**src/rtl/if_agc_pkg.sv**
```systemverilog
// if_agc_pkg: shared state encoding and sample/gain limits for the IF AGC
package if_agc_pkg;
    typedef enum logic [1:0] {
        MANUAL  = 2'd0,
        MEASURE = 2'd1,
        DECIDE  = 2'd2,
        HOLD    = 2'd3
    } agc_state_e;
    localparam logic [1:0] GAIN_MIN = 2'd0;
    localparam logic [1:0] GAIN_MAX = 2'd3;
    localparam logic signed [5:0] CLIP_POS = 6'sb011111;
    localparam logic signed [5:0] CLIP_NEG = 6'sb100000;
endpackage

```
**src/rtl/if_peak_detect.sv**
```systemverilog
// if_peak_detect: sample magnitude, running peak with clear, and clip flag
module if_peak_detect import if_agc_pkg::*; (
    input  logic              clk,
    input  logic              rst,
    input  logic signed [5:0] sample,
    input  logic              en,
    input  logic              clear,
    output logic [5:0]        peak,
    output logic              clip
);
    logic [5:0] mag, peak_d, peak_q;
    // magnitude (-32 maps to 32 in 6 unsigned bits), clip flag and next peak
    always_comb begin
        mag    = sample[5] ? 6'(-sample) : 6'(sample);
        clip   = (sample == CLIP_POS) || (sample == CLIP_NEG);
        peak_d = clear ? '0 : (en && mag > peak_q) ? mag : peak_q;
    end
    // peak register
    always_ff @(posedge clk) begin
        if (rst) peak_q <= '0;
        else     peak_q <= peak_d;
    end
    assign peak = peak_q;
endmodule

```
**src/rtl/if_agc.sv**
```systemverilog
// if_agc: windowed-peak AGC stepping the IF filter gain, with manual mode and clip counter
module if_agc import if_agc_pkg::*; #(
    parameter int unsigned WIN_LOG2    = 10,
    parameter int unsigned HOLD_CYCLES = 256,
    parameter int unsigned HI_THRESH   = 28,
    parameter int unsigned LO_THRESH   = 8
) (
    input  logic              clk,
    input  logic              RST,
    input  logic signed [5:0] if_filt_in,
    input  logic              agc_en,
    input  logic [1:0]        manual_gain,
    input  logic              clip_clr,
    output logic [1:0]        gain_out,
    output logic              gain_changed,
    output logic [7:0]        clip_count,
    output logic [1:0]        agc_state
);
    localparam int unsigned HW = $clog2(HOLD_CYCLES);
    localparam logic [WIN_LOG2-1:0] WIN_LAST = '1;
    localparam logic [HW-1:0] HOLD_LAST = HW'(HOLD_CYCLES - 1);
    localparam logic [5:0] HI = 6'(HI_THRESH);
    localparam logic [5:0] LO = 6'(LO_THRESH);

    agc_state_e state_d, state_q;
    logic [WIN_LOG2-1:0] win_d, win_q;
    logic [HW-1:0] hold_d, hold_q;
    logic [1:0] gain_d, gain_q;
    logic changed_d, changed_q;
    logic [7:0] clip_d, clip_q;
    logic [5:0] peak;
    logic clip, pk_en, pk_clr;

    if_peak_detect u_peak (
        .clk    (clk),
        .rst    (RST),
        .sample (if_filt_in),
        .en     (pk_en),
        .clear  (pk_clr),
        .peak   (peak),
        .clip   (clip)
    );

    // FSM next state, window/hold counting and gain decision; dropping agc_en always wins
    always_comb begin
        state_d   = state_q;
        win_d     = '0;
        hold_d    = '0;
        gain_d    = gain_q;
        changed_d = 1'b0;
        pk_en     = 1'b0;
        pk_clr    = 1'b1;
        if (!agc_en) begin
            state_d = MANUAL;
            gain_d  = manual_gain;
        end else begin
            case (state_q)
                MANUAL: begin
                    state_d = MEASURE;
                    gain_d  = manual_gain;
                end
                MEASURE: begin
                    pk_en   = 1'b1;
                    pk_clr  = 1'b0;
                    win_d   = win_q + 1'b1;
                    state_d = (win_q == WIN_LAST) ? DECIDE : MEASURE;
                end
                DECIDE: begin
                    if (peak >= HI && gain_q != GAIN_MIN)      gain_d = gain_q - 1'b1;
                    else if (peak < LO && gain_q != GAIN_MAX)  gain_d = gain_q + 1'b1;
                    changed_d = (gain_d != gain_q);
                    state_d   = changed_d ? HOLD : MEASURE;
                end
                HOLD: begin
                    hold_d  = (hold_q == HOLD_LAST) ? '0 : hold_q + 1'b1;
                    state_d = (hold_q == HOLD_LAST) ? MEASURE : HOLD;
                end
                default: state_d = MANUAL;
            endcase
        end
        clip_d = clip_clr ? '0 : (clip && clip_q != 8'hff) ? clip_q + 1'b1 : clip_q;
    end

    // state, counters, gain, pulse and clip count registers
    always_ff @(posedge clk) begin
        if (RST) begin
            state_q   <= MANUAL;
            win_q     <= '0;
            hold_q    <= '0;
            gain_q    <= GAIN_MIN;
            changed_q <= 1'b0;
            clip_q    <= '0;
        end else begin
            state_q   <= state_d;
            win_q     <= win_d;
            hold_q    <= hold_d;
            gain_q    <= gain_d;
            changed_q <= changed_d;
            clip_q    <= clip_d;
        end
    end

    assign gain_out     = gain_q;
    assign gain_changed = changed_q;
    assign clip_count   = clip_q;
    assign agc_state    = state_q;
endmodule

```
**config.mk**
```make
export PLATFORM = sky130hd
export DESIGN_NAME = if_agc
export DESIGN_NICKNAME = d
export VERILOG_FILES = /design/src/rtl/if_agc_pkg.sv /design/src/rtl/if_peak_detect.sv /design/src/rtl/if_agc.sv
export SDC_FILE = /design/constraint.sdc
export NUM_CORES = 1
export LEC_CHECK = 0
export BUFFER_PORTS_ARGS = -buffer_cell sky130_fd_sc_hd__buf_2
export CAP_MARGIN = 20
export CORE_MARGIN = 10
export CORE_UTILIZATION = 55
export DETAILED_ROUTE_END_ITERATION = 7
export MAX_ROUTING_LAYER = met4
export PLACE_DENSITY = 0.76
export SYNTH_ARGS = -nofsm -noshare
export SYNTH_HDL_FRONTEND = slang
export SYNTH_SLANG_ARGS = --single-unit
```
**constraint.sdc**
```tcl
create_clock -name clk -period 3.1 [get_ports clk]
set_input_delay 0 -clock clk [delete_from_list [all_inputs] [get_ports clk]]
set_output_delay 0 -clock clk [all_outputs]
set_load 0.01 [all_outputs]
```
# Yosys cells after proc, flatten, opt, wreduce, memory -nomap -nowiden
# Cells that the tools add are included.
[word_totals]
ramBits = 0
word_cells = 59
output_inout_bits = 13
ff_bits = 37
romBits = 0
latch_bits = 0
n_memories = 0
inputBits = 12
[op_classes]
n_shift = 0
mul = 0
bitwise = 4
div = 0
eq_ne = 11
n_addsub = 6
n_mux = 15
n_reduce_logical = 13
magnitude_cmp = 3
[op_table]
columns = ["cell", "count"]
rows = [
  ["$add 8x1->8 const B", 2],
  ["$mux 2", 8],
  ["$eq 6x6->1 const B", 2],
  ["$add 10x1->10 const B", 1],
  ["$eq 10x10->1 const B", 1],
  ["$eq 8x8->1 const B", 1],
  ["$ne 8x8->1 const B", 1],
  ["$pmux 2 s4", 1],
  ["$ge 6x5->1 const B", 1],
  ["$gt 6x6->1", 1],
  ["$lt 6x4->1 const B", 1],
  ["$mux 6", 1],
  ["$neg 6->6", 1],
  ["$reduce_or 2->1", 3],
  ["$reduce_or 3->1", 2],
  ["$eq 2x2->1 const B", 2],
  ["$logic_and 1x1->1", 4],
  ["$mux 1", 4],
  ["$not 1->1", 4],
  ["$pmux 2 s2", 1],
  ["$reduce_or 4->1", 1],
  ["$ne 3x1->1 const B", 1],
  ["$add 2x1->2 const B", 1],
  ["$eq 2x1->1 const B", 1],
  ["6 further kinds", 6],
]

# Logic depth before layout (Yosys ltp)
# Gate-level depths: netlist of the first run.
[logic_depth]
word_depth = 9
depth_mapped = 10

# Hierarchy
# From an unflattened synthesis of the first run, not the netlist that was laid out.
[hier_totals]
cells_unflattened = 227
area_unflattened_um2 = 1975.6
[modules_own_cells]
columns = ["module", "instances", "area_each_um2", "cells_per_inst"]
rows = [
  ["if_agc", 1, 1417.6, 161],
  ["if_peak_detect", 1, 558.0, 66],
]

# Worst setup path after synthesis of the first run
# OpenSTA, ideal clock, no wires.
[synth_path]
path_type = "input -> register"
start = "in if_filt_in[0]"
end = "reg u_peak.peak_q[0], in the netlist u_peak.peak[0]"
t_required_ps = 3028
arrival_time_ps = 2551
path_stages = 10
slack_ps = 477
setup_ps = 72
path_cell_list = "inv_1 > ha_1 > or3b_2 > and3b_2 > or2_2 > ha_1 > and3_1 > and4_1 > a211oi_2 > mux2i_1"
[synth_between]
elab_chain_len = 4
[synth_rtl]
columns = ["item", "line_no", "rtl"]
rows = [
  ["start, declared", "if_agc.sv:10", "input logic signed [5:0] if_filt_in,"],
  ["$neg 6->6", "if_peak_detect.sv:14", "mag = sample[5] ? 6'(-sample) : 6'(sample);"],
  ["$mux 6", "if_peak_detect.sv:14", ""],
  ["named net u_peak.mag[4]", "if_peak_detect.sv:11", "logic [5:0] mag, peak_d, peak_q;"],
  ["$gt 6x6->1", "if_peak_detect.sv:16", "peak_d = clear ? '0 : (en && mag > peak_q) ? mag : peak_q;"],
  ["$logic_and 1x1->1", "if_peak_detect.sv:16", ""],
  ["end signal, assigned", "if_peak_detect.sv:21", "else peak_q <= peak_d;"],
  ["end, declared", "if_peak_detect.sv:11", ""],
]
# The timed path passes the listed nets, and every way through them passes these cells.
# A chain may end at the register's enable or synchronous reset.

# Worst setup path in the final report of the first run
[layout_path]
start = "in if_filt_in[0]"
end = "reg u_peak.peak_q[5], in the netlist u_peak.peak[5]"
# The elaborated chain is that of the path after synthesis.

==> metrics.cfg, run 1 <==
[sta]
whs_ns=0.00521
setup_viol=0
timing.final.crit_share_pct=88.6
tns_ns=0
finalMaxSlewViolations=0
worst_slew_pin_slew_ns=0.685
slew_headroom_pct=54.2
fin_worst_skew_ns=0.00789
max_freq_mhz=364
hold_viol=0
min_period_ns=2.75
rsz0062_at_grt=no

[status]
status=complete, no violations

[logic_synthesis]
synth_seq_cells=37
synth_area_um2=2020
yosysSeqAreaShare_pct=36.7
synth_area_per_cell_um2=8.77
syn_inst=230
synth_warnings=0
synth_edf_count=0
synth_nets=255
synth_top_flop_cell=dfxtp_1
synthArstFlopShare_pct=0
synth_cell_type_count=47

[clocking]
cts_root_buf=clkbuf_8
cts_tree=built
h-tree-depth=2
clk_pin_slew_worst_paths_ns=0.07
cts.sinks=37
clockBufferDepth=2
clkLatencyLatePin_ns=0.29
cts_buffers=5

[floorplanning]
fp.dieH_um=80.6
core_area_um2=3440
dieArea_um2=6490
pin_count=25
start_util_pct=58.6
rows=21
die_x_um=80.6

[detailed_routing]
vias=1667
first_pass_iters=4
drt_iter0_drc=54
drt-total-wl_um=3800
wl_per_cell_um=12.4
drc_errors=0
vias_per_cell=5.47
ant_nets=0

[place]
dp_hpwl_um=2880
placed_cell_area_um2=2180
gp_congestion=0.872
numPortBuffers=24

[pwr]
p_seq_share_pct=53.6
p_leak_nw=0.889
cellPowerDensity_nw_per_um2=394
pwr-share-clk_pct=36.9
internal_power_mw=0.694
pwr-share-comb_pct=9.5
switching_share_pct=22.9
p_sw_mw=0.206
irDropWorstVdd_mv=0.287
p_total_mw=0.900

[worst_hold_path]
hp-class=input port to flip-flop

[layout]
final_design_area_no_fill_um2=2290
drive_above_1_share_pct=16.6
num-nets-final=284
diodes=0
final_core_util_pct=66.4
syn_to_final_growth_pct=13.3
final_common_cell=dfxtp_1
final_cell_mix=dfxtp_1 (37), nand2_1 (30), buf_2 (24)

[flow_run]
maxCapViolations=0

[critical_path]
start_kind=input port
required_ns=3.32
crit_type=input port to flip-flop
crit_path_end_kind=flip-flop
path_max_fanout=6
cp.arrival_ns=2.96

[global_route]
grt_max_degree=13
overflow=0
grt_usage_pct=13.1
grt_pass1_vias=1551
antenna_found_initial=0
grt_first_pass_wirelength_um=6820

## layer usage
layer  GRT usage (%)  share of wire, %  routed length (um)
met4            5.46               1.6                  59
met2            18.5                44                1680
met1            16.8                49                1870
met3            4.01               4.7                 178
met5               -                 0                   0
## cells in the mapped netlist (4+ instances only)
library cell / n / area share (%)
dfxtp_1: 37 / 37
and4_1: 5 / 2.2
mux2i_1: 11 / 5.5
a21oi_1: 6 / 1.5
inv_1: 12 / 2.2
xor2_1: 8 / 3.5
xnor2_1: 8 / 3.5
o21ai_0: 5 / 1.2
ha_1: 13 / 8.1
clkbuf_1: 4 / 0.74
nor2_1: 21 / 3.9
and3_1: 4 / 1.2
nand3_1: 10 / 2.5
nand2_1: 30 / 5.6
or3_1: 4 / 1.2
## repair_timing
item,in CTS,in global routing
hold endpoints to repair,2,0
gates resized for setup,0,0
hold buffers,2,0
buffers inserted,0,0
## power groups by stage
stage	registers (mW)	clock network [mW]	logic, mW
after global placement	0.493	0	0.0813
after floorplan	0.493	0	0.0552
after CTS	0.482	0.344	0.0851
after detailed placement	0.493	0	0.0823
after global routing	0.482	0.363	0.0949
final	0.482	0.332	0.0854
## through the flow
stage	worst slack, ns	cells
after floorplan	0.477	230
after global placement	0.166	296
after detailed placement	0.0640	296
after CTS	0.362	305
after global routing	0.190	305
final	0.355	305
## state kept, by name, summed over array words and instances (netlist names)
signal,count
clip_count,8
win_q,10
u_peak.peak,6
agc_state,2
hold_q,8
gain_out,2
gain_changed,1
## final timing paths
kind                  startpoint        endpoint  slack [ns]  cells past startpoint
setup / recovery   if_filt_in[0]  u_peak.peak[5]        0.35                     11
hold / removal     if_filt_in[0]  u_peak.peak[0]       0.005                      3
setup reg to reg  u_peak.peak[5]  u_peak.peak[5]        0.99                      6
hold reg to reg   u_peak.peak[1]  u_peak.peak[1]        0.46                      2
## layout make-up
| cell class | instances | area, um^2 |
|---|---|---|
| timing repair buffer | 26 | 140 |
| sequential | 37 | 741 |
| multi-input combinational | 177 | 1220 |
| clock buffer | 7 | 86.3 |
| inverter | 12 | 45.0 |
| fill | 285 | 1160 |
| tap | 46 | 57.6 |
## logic make-up (layout without fill, tap and decap cells)
| family | after synthesis | after routing | share of synthesized area [%] |
|---|---|---|---|
| AOI/OAI and AO/OA | 28 | 28 | 9.93 |
| xor gates and xnor gates | 16 | 16 | 6.95 |
| adders and majority gates | 13 | 13 | 8.06 |
| buffers and inverters | 16 | 45 | 2.98 |
| DFF | 37 | 37 | 36.7 |
| muxes | 12 | 12 | 6.02 |
| and+or+nand+nor | 108 | 108 | 29.3 |
## worst max-delay path, cell delays in order
cell and delay, ns:
buf_2 0.12, inv_1 0.09, ha_1 0.23, or3b_2 0.48, and3b_2 0.23, or2_2 0.27, ha_1 0.28, and3_1 0.19
and4_1 0.21, a211oi_2 0.59, mux2i_1 0.26
(Power assumes the default switching activity.)
==> run 2, diff against run 1 <==
--- a/config.mk
+++ b/config.mk
@@ -14,4 +14,5 @@
 export PLACE_DENSITY = 0.76
 export SYNTH_ARGS = -nofsm -noshare
 export SYNTH_HDL_FRONTEND = slang
+export SYNTH_HIERARCHICAL = 1
 export SYNTH_SLANG_ARGS = --single-unit
==> run 2 against run 1 <==
Synthesized cell count shrank 1.3%. Critical path type unchanged. Final area rose by 0.16%. Critical endpoint is now u_peak/peak[1]. Highest routed layer unchanged. Core utilization up 0.62 points.
==> metrics.cfg, run 2 <==
[place]
dp_hpwl_um=2930  ; +1.6%
gp_congestion=0.799  ; -8.3%
dp_cells=295  ; -0.34%
numPortBuffers=24  ; unchanged

[clocking]
cts_root_buf=clkbuf_4
holdBufCountCts=6  ; +4
post_cts_resized=0  ; unchanged
clockBufferDepth=2  ; unchanged
clk_pin_slew_worst_paths_ns=0.11  ; +0.04 ns
post_cts_buffers=0  ; unchanged
cts_buffers=5  ; unchanged
clkLatencyLatePin_ns=0.34  ; +0.05 ns
cts.sinks=37  ; unchanged
cts_tree=built
h-tree-depth=2  ; unchanged

[layout]
diodes=0  ; unchanged
final_common_cell=dfxtp_1
stdcell_count=309  ; +1.3%
final_cell_mix=dfxtp_1 (37), nor2_1 (28), buf_2 (24)
syn_to_final_growth_pct=15.9
max_flop_register=win_q
num-nets-final=287  ; +1.1%
drive_above_1_share_pct=16.7  ; +0.13 points
largest_reg_flops=10  ; unchanged

[logic_synthesis]
synth_top_flop_cell=dfxtp_1
synthTopCellsByCount=dfxtp_1 (37), nor2_1 (28), nand2_1 (23), inv_1 (16), ha_1 (13)
synth_edf_count=0  ; unchanged
synth_area_um2=1980  ; -2.0%
yosysSeqAreaShare_pct=37.5  ; +0.77 points
synth_warnings=6  ; +6
synth_most_common_cell=dfxtp_1
synth_seq_cells=37  ; unchanged
synth_area_per_cell_um2=8.70  ; -0.75%
synth_cell_type_count=46  ; -2.1%
synth.largest_area_cell=dfxtp_1
synthArstFlopShare_pct=0  ; unchanged
syn_inst=227  ; -1.3%
synth_area_leaders=dfxtp_1 (37%), ha_1 (8.2%), nor2_1 (5.3%), xor2_1 (4.4%), nand2_1 (4.4%)
synth_top_area_share_pct=37.5  ; +0.77 points
synth_nets=252  ; -1.2%

[detailed_routing]
first_pass_iters=4  ; unchanged
drt-total-wl_um=3910  ; +3.0%
ant_nets=0  ; unchanged
wl_per_cell_um=12.7  ; +1.7%
drc_errors=0  ; unchanged
vias_per_cell=5.30  ; -3.0%
vias=1638  ; -1.7%
drt_iter0_drc=77  ; +43%

[sta]
tns_ns=0  ; unchanged
timing.final.crit_share_pct=92.6  ; +4.0 points
max_freq_mhz=349  ; -4.3%
min_period_ns=2.87  ; +0.124 ns
fin_worst_skew_ns=0.00820  ; +0.000310 ns
slew_headroom_pct=54.2  ; -0.084 points
setup_viol=0  ; unchanged
rsz0062_at_grt=no
worst_slew_pin_slew_ns=0.685  ; -0.0000224 ns
finalMaxSlewViolations=0  ; unchanged
hold_viol=0  ; unchanged

[floorplanning]
rows=21  ; unchanged
fp.dieH_um=79.9  ; -0.77%
pin_count=25  ; unchanged
die_x_um=79.9  ; -0.77%
core_area_um2=3420  ; -0.76%
start_util_pct=57.8  ; -0.76 points
dieArea_um2=6390  ; -1.5%

[status]
status=complete, no violations

[critical_path]
crit_type=input port to flip-flop
required_ns=3.37  ; +0.05 ns
path_max_fanout=6  ; unchanged
start_kind=input port
cp.arrival_ns=3.14  ; +0.18 ns
crit_path_end_kind=flip-flop

[pwr]
cellPowerDensity_nw_per_um2=405  ; +2.8%
irDropWorstVdd_mv=0.241  ; -16%
p_leak_nw=0.882  ; -0.78%

[global_route]
grt_usage_pct=13.6  ; +0.52 points
overflow=0  ; unchanged
grt_first_pass_wirelength_um=6910  ; +1.2%
grt_pass1_vias=1552  ; +0.064%
antenna_found_initial=0  ; unchanged
grt_max_degree=13  ; unchanged

[worst_hold_path]
hp-class=input port to flip-flop

[flow_run]
maxCapViolations=0  ; unchanged

## run 2: changes by cell type in the layout (fill, tap and decap cells not counted), moves of 4 or more
cell and delta:
inv_1 +4, nand2_1 -7, mux2i_1 -4, clkbuf_8 -5, dlygate4sd3_1 +4, nor2_1 +7
clkbuf_4 +5
## run 2: through the flow
| step | util [%] | cell area (um^2) | setup slack (ns) | total power, mW | hold WS (ns) |
|---|---|---|---|---|---|
| after floorplan | - | 1980 | 0.818 | 0.551 | 0.0760 |
| after global placement | 62.8 | 2140 | 0.566 | 0.577 | 0.302 |
| after detailed placement | 62.8 | 2140 | 0.458 | 0.578 | 0.301 |
| after CTS | 67.0 | 2290 | 0.268 | 0.935 | 0.0392 |
| after global routing | 67.0 | 2290 | 0.128 | 0.968 | 0.0660 |
| final | 67.0 | 2290 | 0.231 | 0.927 | 0.0546 |
## run 2: cell families (layout without fill, tap and decap cells)
logic type / Yosys count / after routing / share of synthesized area [%]
compound gates: 34 / 34 / 12.5
mux: 7 / 7 / 3.55
buf+inv: 18 / 54 / 3.48
fa+ha+maj: 13 / 13 / 8.23
simple gates: 99 / 99 / 26.3
xor+xnor: 19 / 19 / 8.42
flops: 37 / 37 / 37.5
## run 2: worst paths after layout
kind | slack (ns) | cells past startpoint | startpoint | end
max | 0.23 | 12 | if_filt_in[0] | u_peak/peak[1]
min reg2reg | 0.44 | 1 | hold_q[0] | hold_q[0]
max reg2reg | 0.88 | 6 | gain_out[0] | gain_out[0]
min | 0.05 | 4 | agc_en | gain_out[1]
## run 2: critical path: stages
cell and delay (ns):
dlygate4sd3_1 0.54, buf_2 0.16, inv_1 0.09, ha_1 0.18, or3b_1 0.36, and3b_2 0.20, or2_2 0.27, ha_1 0.28
and4_1 0.22, a31o_2 0.27, a31oi_4 0.32, mux2i_1 0.24
## run 2: cell type report
cell class,instances,area (um^2)
clock buffer,7,55.1
clock inverter,1,30.0
fill,307,1130
inverter,16,60.1
multi-input combinational,172,1170
sequential,37,741
tap,46,57.6
timing repair buffer,30,180
## run 2: layer usage
layer	up-vias	share of wire [%]	GRT usage [%]	wire, um
li1	862	-	-	-
met1	740	49	16.6	1920
met2	30	45	20.7	1750
met3	6	4.7	4.28	184
met4	0	1.5	4.75	57
met5	-	0	-	0
## run 2: power breakdown
group	internal [mW]	switching (mW)	total (mW)
combinational	0.0438	0.0475	0.0913
clock	0.193	0.160	0.353
sequential	0.478	0.00448	0.483
total	0.715	0.212	0.927
